File: src/rtl/alu_arb_pkg.sv
// alu_arb_pkg: opcodes, arbiter states and flag helpers shared by alu_arbiter and its ALU
package alu_arb_pkg;

    localparam logic [3:0] OP_ADD    = 4'h0;
    localparam logic [3:0] OP_SUB    = 4'h1;
    localparam logic [3:0] OP_XOR    = 4'h2;
    localparam logic [3:0] OP_RED    = 4'h3;
    localparam logic [3:0] OP_SLL    = 4'h4;
    localparam logic [3:0] OP_SRA    = 4'h5;
    localparam logic [3:0] OP_ROR    = 4'h6;
    localparam logic [3:0] OP_PADDSB = 4'h7;
    localparam logic [3:0] OP_LW     = 4'h8;
    localparam logic [3:0] OP_SW     = 4'h9;
    localparam logic [3:0] OP_LLB    = 4'hA;
    localparam logic [3:0] OP_LHB    = 4'hB;
    localparam logic [3:0] OP_B      = 4'hC;
    localparam logic [3:0] OP_BR     = 4'hD;
    localparam logic [3:0] OP_PCS    = 4'hE;
    localparam logic [3:0] OP_HLT    = 4'hF;

    localparam int FLAG_Z = 2;
    localparam int FLAG_V = 1;
    localparam int FLAG_N = 0;

    typedef enum logic [1:0] {IDLE, EXEC, FULL} state_t;

    function automatic logic is_slow(input logic [3:0] op);
        return op == OP_RED || op == OP_PADDSB;
    endfunction

    function automatic logic is_illegal(input logic [3:0] op);
        return op[3:2] == 2'b11;
    endfunction

    // Write-enable per flag bit, ordered {Z,V,N}
    function automatic logic [2:0] flag_mask(input logic [3:0] op);
        return (op == OP_ADD || op == OP_SUB) ? 3'b111 :
               (op inside {OP_XOR, OP_SLL, OP_SRA, OP_ROR, OP_RED, OP_PADDSB}) ? 3'b100 : 3'b000;
    endfunction

endpackage

File: src/rtl/alu_arbiter_alu.sv
// alu_arbiter_alu: combinational 16-bit execute-stage ALU
//   op  : 4-bit opcode
//   a,b : operands RS / RD
//   imm : 8-bit immediate (shift amount in imm[3:0], offset for LW/SW, byte for LLB/LHB)
//   res : result (0 for branch/halt opcodes)
//   ovfl: signed overflow of ADD/SUB
module alu_arbiter_alu
    import alu_arb_pkg::*;
(
    input  logic [3:0]  op,
    input  logic [15:0] a,
    input  logic [15:0] b,
    input  logic [7:0]  imm,
    output logic [15:0] res,
    output logic        ovfl
);

    logic        sub;
    logic [15:0] bb, sum, padd, red, mem;
    logic [9:0]  red_s;
    logic [4:0]  ns;

    assign sub   = op == OP_SUB;
    assign bb    = sub ? ~b : b;
    assign sum   = a + bb + {15'd0, sub};
    assign ovfl  = (a[15] == bb[15]) && (sum[15] != a[15]);
    // Sum of the four signed bytes of A and B, sign-extended to 16 bits
    assign red_s = {{2{a[15]}}, a[15:8]} + {{2{a[7]}}, a[7:0]} + {{2{b[15]}}, b[15:8]} + {{2{b[7]}}, b[7:0]};
    assign red   = {{6{red_s[9]}}, red_s};
    assign mem   = (a & 16'hFFFE) + {{7{imm[7]}}, imm, 1'b0};

    // Four independent signed nibble adds, each saturating to [-8, 7]
    always_comb begin
        padd = '0;
        ns   = '0;
        for (int i = 0; i < 4; i++) begin
            ns = {a[4*i+3], a[4*i+:4]} + {b[4*i+3], b[4*i+:4]};
            padd[4*i+:4] = (ns[4] != ns[3]) ? (ns[4] ? 4'h8 : 4'h7) : ns[3:0];
        end
    end

    always_comb begin
        res = '0;
        case (op)
            OP_ADD, OP_SUB: res = sum;
            OP_XOR:         res = a ^ b;
            OP_RED:         res = red;
            OP_SLL:         res = a << imm[3:0];
            OP_SRA:         res = $signed(a) >>> imm[3:0];
            OP_ROR:         res = 16'({a, a} >> imm[3:0]);
            OP_PADDSB:      res = padd;
            OP_LW, OP_SW:   res = mem;
            OP_LLB:         res = {a[15:8], imm};
            OP_LHB:         res = {imm, a[7:0]};
            default:        res = '0;
        endcase
    end

endmodule

File: src/rtl/alu_arbiter.sv
// alu_arbiter: round-robin sharing of one ALU between two requesters with registered result and Z/V/N flags
//   req0_* / req1_* : valid/ready request ports (op, a, b, imm); port 0 main pipeline, port 1 sequencer
//   rsp_*           : registered result (valid/ready, src, res, err, post-update flags)
//   flags_q         : architectural {Z,V,N}
//   busy            : a slow op is executing or a result is pending
module alu_arbiter
    import alu_arb_pkg::*;
(
    input  logic        clk,
    input  logic        rst,
    input  logic        req0_valid,
    output logic        req0_ready,
    input  logic [3:0]  req0_op,
    input  logic [15:0] req0_a,
    input  logic [15:0] req0_b,
    input  logic [7:0]  req0_imm,
    input  logic        req1_valid,
    output logic        req1_ready,
    input  logic [3:0]  req1_op,
    input  logic [15:0] req1_a,
    input  logic [15:0] req1_b,
    input  logic [7:0]  req1_imm,
    output logic        rsp_valid,
    input  logic        rsp_ready,
    output logic        rsp_src,
    output logic [15:0] rsp_res,
    output logic        rsp_err,
    output logic [2:0]  rsp_flags,
    output logic [2:0]  flags_q,
    output logic        busy
);

    state_t      state_q, state_d;
    logic        last_q, last_d, src_q, src_d;
    logic [3:0]  op_q, op_d;
    logic [15:0] a_q, a_d, b_q, b_d;
    logic [7:0]  imm_q, imm_d;
    logic [15:0] rsp_res_q, rsp_res_d;
    logic        rsp_src_q, rsp_src_d, rsp_err_q, rsp_err_d;
    logic [2:0]  rsp_flags_q, rsp_flags_d, flags_d;

    logic        can_issue, sel, xfer, cap, exec, alu_ovfl;
    logic [3:0]  g_op, alu_op;
    logic [15:0] g_a, g_b, alu_a, alu_b, alu_res;
    logic [7:0]  g_imm, alu_imm;
    logic [2:0]  calc, mask, flags_new;

    assign exec       = state_q == EXEC;
    assign can_issue  = state_q == IDLE || (state_q == FULL && rsp_ready);
    // On a tie the port not granted last wins; otherwise whichever port is valid
    assign sel        = (req0_valid && req1_valid) ? !last_q : req1_valid;
    assign req0_ready = can_issue && req0_valid && !sel;
    assign req1_ready = can_issue && req1_valid && sel;
    assign xfer       = req0_ready || req1_ready;

    assign g_op  = sel ? req1_op  : req0_op;
    assign g_a   = sel ? req1_a   : req0_a;
    assign g_b   = sel ? req1_b   : req0_b;
    assign g_imm = sel ? req1_imm : req0_imm;

    // The ALU sees the latched operands while a slow op runs, the granted port otherwise
    assign alu_op  = exec ? op_q  : g_op;
    assign alu_a   = exec ? a_q   : g_a;
    assign alu_b   = exec ? b_q   : g_b;
    assign alu_imm = exec ? imm_q : g_imm;

    alu_arbiter_alu u_alu (
        .op  (alu_op),
        .a   (alu_a),
        .b   (alu_b),
        .imm (alu_imm),
        .res (alu_res),
        .ovfl(alu_ovfl)
    );

    assign cap       = exec || (xfer && !is_slow(g_op));
    assign calc      = {alu_res == '0, alu_ovfl, alu_res[15]};
    assign mask      = flag_mask(alu_op);
    assign flags_new = (calc & mask) | (flags_q & ~mask);

    always_comb begin
        state_d     = state_q;
        last_d      = last_q;
        src_d       = src_q;
        op_d        = op_q;
        a_d         = a_q;
        b_d         = b_q;
        imm_d       = imm_q;
        rsp_res_d   = rsp_res_q;
        rsp_src_d   = rsp_src_q;
        rsp_err_d   = rsp_err_q;
        rsp_flags_d = rsp_flags_q;
        flags_d     = flags_q;
        if (state_q == FULL && rsp_ready) state_d = IDLE;
        if (xfer) begin
            last_d  = sel;
            src_d   = sel;
            op_d    = g_op;
            a_d     = g_a;
            b_d     = g_b;
            imm_d   = g_imm;
            state_d = is_slow(g_op) ? EXEC : FULL;
        end
        if (exec) state_d = FULL;
        if (cap) begin
            rsp_res_d   = is_illegal(alu_op) ? 16'h0000 : alu_res;
            rsp_err_d   = is_illegal(alu_op);
            rsp_src_d   = exec ? src_q : sel;
            rsp_flags_d = flags_new;
            flags_d     = flags_new;
        end
    end

    always_ff @(posedge clk) begin
        if (rst) begin
            state_q     <= IDLE;
            last_q      <= 1'b1;
            src_q       <= 1'b0;
            op_q        <= '0;
            a_q         <= '0;
            b_q         <= '0;
            imm_q       <= '0;
            rsp_res_q   <= '0;
            rsp_src_q   <= 1'b0;
            rsp_err_q   <= 1'b0;
            rsp_flags_q <= '0;
            flags_q     <= '0;
        end else begin
            state_q     <= state_d;
            last_q      <= last_d;
            src_q       <= src_d;
            op_q        <= op_d;
            a_q         <= a_d;
            b_q         <= b_d;
            imm_q       <= imm_d;
            rsp_res_q   <= rsp_res_d;
            rsp_src_q   <= rsp_src_d;
            rsp_err_q   <= rsp_err_d;
            rsp_flags_q <= rsp_flags_d;
            flags_q     <= flags_d;
        end
    end

    assign rsp_valid = state_q == FULL;
    assign busy      = state_q != IDLE;
    assign rsp_res   = rsp_res_q;
    assign rsp_src   = rsp_src_q;
    assign rsp_err   = rsp_err_q;
    assign rsp_flags = rsp_flags_q;

endmodule
File: config.mk
export PLATFORM = sky130hd
export DESIGN_NAME = alu_arbiter
export DESIGN_NICKNAME = d
export VERILOG_FILES = /design/src/rtl/alu_arb_pkg.sv /design/src/rtl/alu_arbiter_alu.sv /design/src/rtl/alu_arbiter.sv
export SDC_FILE = /design/constraint.sdc
export NUM_CORES = 1
export LEC_CHECK = 0
export ABC_AREA = 0
export ABC_CLOCK_PERIOD_IN_PS = 10500
export CAP_MARGIN = 20
export CORE_UTILIZATION = 34
export DETAILED_ROUTE_END_ITERATION = 7
export GPL_ROUTABILITY_DRIVEN = 0
export HOLD_SLACK_MARGIN = 0.08
export PLACE_DENSITY = 0.52
export REMOVE_ABC_BUFFERS = 1
export SLEW_MARGIN = 10
export SYNTH_ARGS = -nofsm -noshare
export SYNTH_HDL_FRONTEND = slang
export SYNTH_SLANG_ARGS = --single-unit
File: constraint.sdc
create_clock -name clk -period 10.5 [get_ports clk]
set_clock_uncertainty 0.2 [all_clocks]
set_input_delay 1.05 -clock clk [delete_from_list [all_inputs] [get_ports clk]]
set_output_delay 1.05 -clock clk [all_outputs]
set_load 0.01 [all_outputs]
==> impl_metrics.ini <==
[sta]
finalHoldWorstSlack_ns = 0.256
period_needed_ns = 7.72
rsz0062_at_grt = false
setup_viol = 0
period_share = 0.735
report.final.slew_viol_count = 0
setup_ws_ns = 2.78
final_hold_viol_count = 0
tns_ns = 0
fmax_mhz = 130
worstMarginPinSlew_ns = 0.999
relSlewSlack = 0.331

[clock_tree]
cts.sinks = 69
cts_tree = done
postCtsSetupBuffers = 0
clkTransAtPathRegs_ns = 0.06
cts_root_buf = clkbuf_16
cts.htree.levels = 3
cts_resized = 0
holdBufCountCts = 0
cts-buffers-inserted = 9
insertion_delay_ns = 0.36
clock_path_buffers = 2

[routing]
post_drt_wl_per_cell_um = 20.5
drt_iter0_drc = 887
ant_nets = 0
vias = 10200
post_drt_via_cell_ratio = 5.81
routed_wl_mm = 35.9
route.detailed.drc = 0
first_pass_iters = 8

[yosys]
synthAdderAreaFrac = 0.125
ys_seq_area_frac = 0.144
syn_area_per_cell_um2 = 7.38
synthArstFlopShare = 0
synth-warning-count = 0
synthesis.area_um2 = 9580
yosys.area_share.simple = 0.208
yosys-mux-area-fraction = 0.111
yosysTopAreaCell = dfxtp_1
synth-edff-count = 0
ys_seq_elements = 69
synth_top_family_by_area = compound AO/OA/AOI/OAI gates
yosysTopAreaCellShare = 0.144
synth.most_common_cell = nor2_1
synth-main-ff-cell = dfxtp_1
synth_cells = 1298
synth-compound-area-share = 0.288
synth_area_leaders = dfxtp_1, mux2i_1, ha_1
ys_top_cells_by_count = nor2_1, mux2i_1, nand2_1, a21oi_1, inv_1
synth_cell_types = 80
synthXorXnorAreaFrac = 0.0402

[global_routing]
grt_max_degree = 90
track_usage = 0.252
antenna_found_initial = 0
use_met3 = 0.0463
grt_use_met1 = 0.336
use_met2 = 0.394
gr-max-usage-layer = met2
grt_pass1_vias = 9661
grt-ovfl-total = 0
grt_pass1_wl_mm = 56.1

[floorplanning]
io_pins = 121
initial_core_util = 0.345
rows = 61
dieArea_um2 = 28900
die_y_um = 170
die_w_um = 170
coreArea_um2 = 27800

[setup_path]
worstPathMaxFanout = 37
crit_path_end_kind = flop
cp_data_required_time_ns = 10.59
path_class = in -> reg
cp.arrival_ns = 7.81
start_kind = primary input

[power_and_ir_drop]
power.leakage_uw = 0.00475
powerDensity_nw_per_um2 = 227
power_uw = 2560
ir_drop_mv = 0.113

[flow_run]
cap_violations = 0

[placement]
hpwl_mm = 27.5
placed_area_um2 = 10900
port_buffers = 120
pre_cts_slack_ns = 2.80

[cells_and_area]
final_nets = 1542
synthToLayoutAreaGrowth_pct = 17.7
drive_above_1_share = 0.0569
diodes = 0
fin_area_um2 = 11300

[hold_path]
hp-class = reg -> reg

[run_status]
outcome = complete, no violations
==> critical path: stages <==
cell             delay [ns]
clkdlybuf4s50_1        0.53
a21bo_4                0.34
buf_4                  0.55
mux2_4                 0.39
o21ai_4                0.30
inv_1                  0.17
nand2_1                0.74
xnor2_1                0.27
fa_1                   0.53
a21o_1                 0.18
a211oi_1               0.25
nor4_1                 0.07
nor4_1                 0.39
nand4_1                0.21
nor4_1                 0.61
nand4_1                0.20
nor4_1                 0.67
nand4_1                0.17
o21ai_1                0.15
==> metal layers <==
metal	up-vias	routed length, um
met5	-	0
met4	0	1480
met3	80	2960
met2	479	15700
met1	4728	15700
li1	4885	-
==> cell usage in the layout, fill, tap and decap left out, drive strengths merged, types with 11 or more instances in the layout <==
| cell type | n |
|---|---|
| a22oi | 22 |
| clkdlybuf4s50 | 119 |
| nand3 | 43 |
| nor2 | 163 |
| mux2i | 102 |
| xnor2 | 32 |
| nand4 | 16 |
| o21a | 11 |
| nand2 | 96 |
| a21o | 26 |
| nor4 | 16 |
| inv | 91 |
| o21ai | 92 |
| o22ai | 15 |
| xor2 | 12 |
| buf | 21 |
| nor3 | 34 |
| a21oi | 84 |
| dfxtp | 69 |
| a211oi | 69 |
| nor2b | 11 |
| ha | 59 |
| o211ai | 14 |
| nand2b | 14 |
| fa | 23 |
==> logic make-up after synthesis <==
group	count (synthesis)
buf+inv	169
fa+ha+maj	82
flops	69
xor+xnor	44
compound gates	402
mux	105
simple gates	427
==> state kept, by name (all words and copies together), names as in the netlist, named ones only <==
| name | flops |
|---|---|
| op_q | 4 |
| last_q | 1 |
| rsp_res | 16 |
| src_q | 1 |
| state_q | 2 |
| b_q | 16 |
| a_q | 16 |
| rsp_src | 1 |
| rsp_err | 1 |
| imm_q | 8 |
==> metrics by stage <==
step                 util  instances
CTS                 0.406       1750
floorplan               -       1216
detailed placement  0.394       1734
finish              0.406       1750
global placement    0.394       1734
global route        0.406       1750
==> power breakdown <==
group | switching, uW | internal, uW | leakage, uW | total [uW]
combinational | 1140 | 721 | 0.00402 | 1860
sequential | 33.9 | 312 | 0.000572 | 346
clock | 143 | 212 | 0.000159 | 355
total | 1320 | 1250 | 0.00475 | 2560
==> path summary, 6_finish.rpt <==
| check | from | to | slack [ns] | cells past startpoint |
|---|---|---|---|---|
| worst max-delay path | req0_valid | flop | 2.78 | 19 |
| worst min-delay path | rsp_res[13]$_SDFFE_PP0P_ | rsp_res[13]$_SDFFE_PP0P_ | 0.26 | 2 |
| worst max register to register | last_q$_SDFFE_PP1P_ | flop | 3.64 | 18 |
| worst min register to register | rsp_res[13]$_SDFFE_PP0P_ | rsp_res[13]$_SDFFE_PP0P_ | 0.26 | 2 |
==> final cells by class <==
| type | count | area [um^2] |
|---|---|---|
| clock buffer | 9 | 225 |
| clock inverter | 7 | 105 |
| fill | 2930 | 16500 |
| inverter | 87 | 332 |
| multi-input combinational | 1060 | 7410 |
| sequential | 69 | 1380 |
| tap | 378 | 473 |
| timing repair buffer | 140 | 1350 |
Note: power is estimated with default switching activity, not from simulation.
